**src/rtl/fifo_rd_queue.sv**
```systemverilog
// Consumer-side fetch queue: first-word-fall-through FIFO with ready/valid handshakes
// and a synchronous flush for branch/exception redirect.
module fifo_rd_queue #(
    parameter int DATA_SIZE = 32,
    parameter int DEPTH     = 4
) (
    input  logic                       clk,
    input  logic                       rst_n,
    input  logic                       flush,
    input  logic [DATA_SIZE-1:0]       data_i,
    input  logic                       valide,
    output logic                       ready_o,
    output logic [DATA_SIZE-1:0]       data_o,
    output logic                       valid_o,
    input  logic                       ok,
    output logic [$clog2(DEPTH):0]     count_o
);

    localparam int AW = $clog2(DEPTH);
    localparam int CW = AW + 1;

    logic [DATA_SIZE-1:0] mem [DEPTH];
    logic [AW-1:0]        wr_ptr;
    logic [AW-1:0]        rd_ptr;
    logic [CW-1:0]        count;
    logic                 push;
    logic                 pop;

    always_comb begin
        ready_o = (count != CW'(DEPTH));
        valid_o = (count != '0);
        push    = valide && ready_o;
        pop     = valid_o && ok;
        data_o  = valid_o ? mem[rd_ptr] : '0;
        count_o = count;
    end

    // Full/empty come from count alone, so the pointers may wrap freely.
    always_ff @(posedge clk or negedge rst_n) begin
        if (!rst_n) begin
            wr_ptr <= '0;
            rd_ptr <= '0;
            count  <= '0;
        end else if (flush) begin
            wr_ptr <= '0;
            rd_ptr <= '0;
            count  <= '0;
        end else begin
            if (push)
                wr_ptr <= wr_ptr + AW'(1);
            if (pop)
                rd_ptr <= rd_ptr + AW'(1);
            if (push && !pop)
                count <= count + CW'(1);
            else if (pop && !push)
                count <= count - CW'(1);
        end
    end

    always_ff @(posedge clk) begin
        if (push && !flush)
            mem[wr_ptr] <= data_i;
    end

endmodule
```
**config.mk**
```make
export PLATFORM = sky130hd
export DESIGN_NAME = fifo_rd_queue
export DESIGN_NICKNAME = d
export VERILOG_FILES = /design/src/rtl/fifo_rd_queue.sv
export SDC_FILE = /design/constraint.sdc
export NUM_CORES = 1
export LEC_CHECK = 0
export ABC_AREA = 1
export CAP_MARGIN = 10
export CORE_MARGIN = 5
export CORE_UTILIZATION = 40
export DETAILED_ROUTE_END_ITERATION = 6
export PLACE_DENSITY = 0.7
export SLEW_MARGIN = 20
export SYNTH_ARGS = -nofsm -noshare
export SYNTH_HDL_FRONTEND = slang
export SYNTH_SLANG_ARGS = --single-unit
export TNS_END_PERCENT = 30
```
**constraint.sdc**
```tcl
create_clock -name clk -period 7.15 [get_ports clk]
set_clock_uncertainty 0.05 [all_clocks]
set_input_delay 2.145 -clock clk [delete_from_list [all_inputs] [get_ports clk]]
set_output_delay 2.145 -clock clk [all_outputs]
set_load 0.005 [all_outputs]
```
; ---- After elaboration in Yosys (flattened, before gate mapping)
; Memory sizes are Yosys's and may differ from the RTL's.
; Cells that the tools add are included.
[totals]
register_bits = 7
mem_bits_rw = 128
in_bits = 37
output_inout_bits = 37
wordCells = 31
mem_count = 1
[memory_table]
columns = memory, words, width, rd, rd_clocked_by_memory_dff, wr, line
row1 = mem, 4, 32, 1, 0, 1, 22  ; logic [DATA_SIZE-1:0] mem [DEPTH];
[op_classes]
addsub = 4
eq_ne = 1
muxes = 10
reduce_logical = 12
[op_table]
columns = operator, n
row1 = $mux 32, 1
row2 = $mux 3, 3
row3 = $mux 2, 4
row4 = $reduce_bool 3->1, 2
row5 = $logic_and 1x1->1, 5
row6 = $add 2x1->2 const B, 2
row7 = $reduce_bool 2->1, 2
row8 = $add 3x1->3 const B, 1
row9 = $logic_not 1->1, 3
row10 = $ne 3x3->1 const B, 1
row11 = $sub 3x1->3 const B, 1
row12 = $mux 1, 2

; ---- Longest topological paths before layout
[depth]
depth_word = 7
depth_mapped = 12
depth_no_buf = 12

; ---- Least setup slack after synthesis
; No wires, ideal clock.
[synth_path]
path_kind = input-to-reg
start = input flush
end = memory mem[0][0], enable pin
setup_ns = 0.421
arrival_time_ns = 3.967
required_time_ns = 6.679
path_slack_ns = 2.712
cell_stages = 4
path_cell_list = inv_1 > clkbuf_1 > nand2_1 > nor2_1
[synth_between]
elab_chain_cells = 4
[synth_rtl]
columns = element, line
row1 = start: declaration, 9  ; input logic flush,
row2 = $logic_not 1->1, 61  ; if (push && !flush)
row3 = $logic_and 1x1->1, 61
row4 = $mux 1, 61
row5 = $mux 1 (implied by the code), 62  ; mem[wr_ptr] <= data_i;
row6 = end: declaration, 22
; No other way between the ends.

; ---- Worst setup path after layout
[layout_path]
start = register rd_ptr[0]
end = output data_o[12]
[layout_between]
elab_chain_cells = 2
[layout_rtl]
columns = element, line
row1 = start: declaration, 24  ; logic [AW-1:0] rd_ptr;
row2 = start signal: assignment, 52  ; rd_ptr <= rd_ptr + AW'(1);
row3 = $mem_v2 4x32, n/a
row4 = $mux 32, 34  ; data_o = valid_o ? mem[rd_ptr] : '0;
row5 = end: declaration, 13  ; output logic [DATA_SIZE-1:0] data_o,
; No other way between the ends.

==> metrics.md <==
| Metric | Value |
|---|---|
| Status | complete, no violations |
| Largest area contributor in the netlist | edfxtp_1 |
| CP endpoint kind | output pin |
| Most common cell after layout, fill and taps aside | nor2_1 |
| Mapped Cells | 444 |
| Worst vdd ir | 0.000179 V |
| CTS max path bufs | 2 |
| Most frequent cells in the layout | 130 x nor2_1, 128 x edfxtp_1, 73 x clkdlybuf4s50_1 |
| Clock latency on the worst-skew pair | 410 ps |
| Final HPWL DP | 6440 µm |
| Core area | 0.0133 mm² |
| Die Y | 127 µm |
| Global placement routability congestion | 0.772 |
| Post-synthesis sequential area ratio | 0.738 |
| Setup violators final | 0 |
| N_diodes | 0 |
| Final Slew Violations | 0 |
| Drt first pass iters | 5 |
| Area grow syn2layout | 26.1% |
| Clock transition at path regs | 50 ps |
| Total track usage | 0.148 |
| Vias | 3,560 |
| CP cell instances | buf_4, clkinv_2, o21ai_0, a21oi_1, clkdlybuf4s50_1 |
| Sequential cell area | 0.00402 mm² |
| Top-area cell type share of the netlist area | 0.706 |
| DRC violations left | 0 |
| Unique masters post-synth | 21 |
| Worst hold path class | reg2reg |
| Via density | 5.06 |
| Final Hold Fails | 0 |
| CTS tree | yes |
| Peak Freq | 182 MHz |
| # rows | 42 |
| Synth Warn # | 0 |
| Syn_nets | 486 |
| CP peak stage delay | 910 ps |
| CP Launch Type | register |
| Starting Density | 0.409 |
| Initial antenna violation count | 0 |
| Multi-input gate area | 0.00123 mm² |
| Leakage | 0.00236 µW |
| Min Tclk post-route | 5500 ps |
| # clock sinks | 135 |
| Layout Nets | 556 |
| Unrepaired setup endpoints after global routing | false |
| Synth top area cells | edfxtp_1 71%, nor2_1 9.2%, o21ai_1 4.5%, a21oi_1 3.2%, dfrtp_1 3.2% |
| Largest net degree at the start of global routing | 67 |
| Hold WS | 588 ps |
| Fraction of layout cells with a size suffix above 1 | 0.0854 |
| Total power | 2350 µW |
| WP data arrival | 3300 ps |
| CTS Buf Count | 17 |
| Pwr Density | 342 mW/mm² |
| Worst slew margin | 0.275 |
| Cells after DPL | 670 |
| Vias in the first global route | 3,586 |
| Post-CTS Hold Fix Bufs | 0 |
| Antenna-violating nets left | 0 |
| Final cell count without fillers | 703 |
| Yosys reg bits | 135 |
| Mean Syn Cell Area | 12.3 µm² |
| Die width | 127 µm |
| Die area | 0.0160 mm² |
| Post-Syn Area | 0.00544 mm² |
| Final period util | 0.769 |
| Max-cap violations | 0 |
| WL final | 11,500 µm |
| Port Buffers | 73 |
| Root buffer cell | clkbuf_16 |
| Setup CP Type | reg2out |
| Grt total ovfl | 0 |
| Final setup TNS | 0 ps |
| Worst-Margin Slew | 1080 ps |
| WL/cell | 16.4 µm |
| Ports | 74 |
| # resized after CTS | 0 |
| Post-CTS Setup Inserts | 0 |
| H-tree levels | 4 |
| WP data required | 4950 ps |
| Critical-path top delay cell | clkinv_2 |
| First-pass GRT wire length | 18,200 µm |
| Initial drt markers | 299 |
| Critical Path Fanout Max | 66 |
| Fill count | 1,086 |
[worst paths after layout]
check	startpoint	to	slack, ps	cells after the start
max reg2reg	rd_ptr[0]	rd_ptr[0]	4780	3
min in group asynchronous	rst_n	count_o[2]	1950	1
min reg2reg	count_o[0]	count_o[0]	590	3
min	count_o[0]	count_o[0]	590	3
max in group asynchronous	rst_n	rd_ptr[0]	4830	1
max	rd_ptr[0]	data_o[12]	1650	5
[state kept, by name (all words and copies together) (netlist names)]
register  cells
count_o       3
mem         128
wr_ptr        2
rd_ptr        2
[cell usage after synthesis (all sizes together)]
cell / number
a21oi: 35
buf: 18
clkbuf: 7
dfrtp: 7
edfxtp: 128
fa: 1
ha: 4
inv: 17
nand2: 16
nand3: 5
nand4: 3
nor2: 135
o21ai: 67
xor2: 1
[critical path: cells and delay by family (launching register included)]
kind	cells	cell delay, ps
buf+inv	3	1950
flops	1	340
compound gates	2	550
[per-layer routing]
layer / share of wire / wire length, µm / vias up / GRT usage
met5: 0 / 0 / - / 0
met4: 0.023 / 263 / 0 / 0.0656
met3: 0.054 / 624 / 24 / 0.0446
met2: 0.49 / 5640 / 113 / 0.240
met1: 0.43 / 4970 / 1726 / 0.185
li1: - / - / 1697 / -
[area by class of cell]
class,count,share of cell area
Tap cell,176,0.0321
Clock inverter,15,0.0191
Multi-Input combinational cell,267,0.180
Timing Repair Buffer,76,0.112
Sequential cell,135,0.586
Inverter,17,0.00948
Clock buffer,17,0.0620
[cells by family after synthesis]
group / after synthesis / synth area share
AO/OA/AOI/OAI: 102 / 0.0938
XOR/XNOR: 1 / 0.00161
adder cells (fa/ha/maj): 5 / 0.0129
buffers and inverters: 42 / 0.0402
flip-flops: 135 / 0.738
AND/OR/NAND/NOR: 159 / 0.113
[power by group]
group / switching, µW / internal, µW
registers: 18.4 / 917
logic: 332 / 279
clock network: 324 / 477
total: 675 / 1670
[stage by stage]
| stage | utilization | instance area [µm²] | setup slack [ps] |
|---|---|---|---|
| after detailed placement | 0.473 | 6280 | 2330 |
| after CTS | 0.515 | 6840 | 1890 |
| after global routing | 0.516 | 6860 | 1380 |
| after global placement | 0.473 | 6280 | 2360 |
| final | 0.516 | 6860 | 1650 |
| after floorplan | - | 5440 | 2710 |
Power figures use the tool's default switching activity.
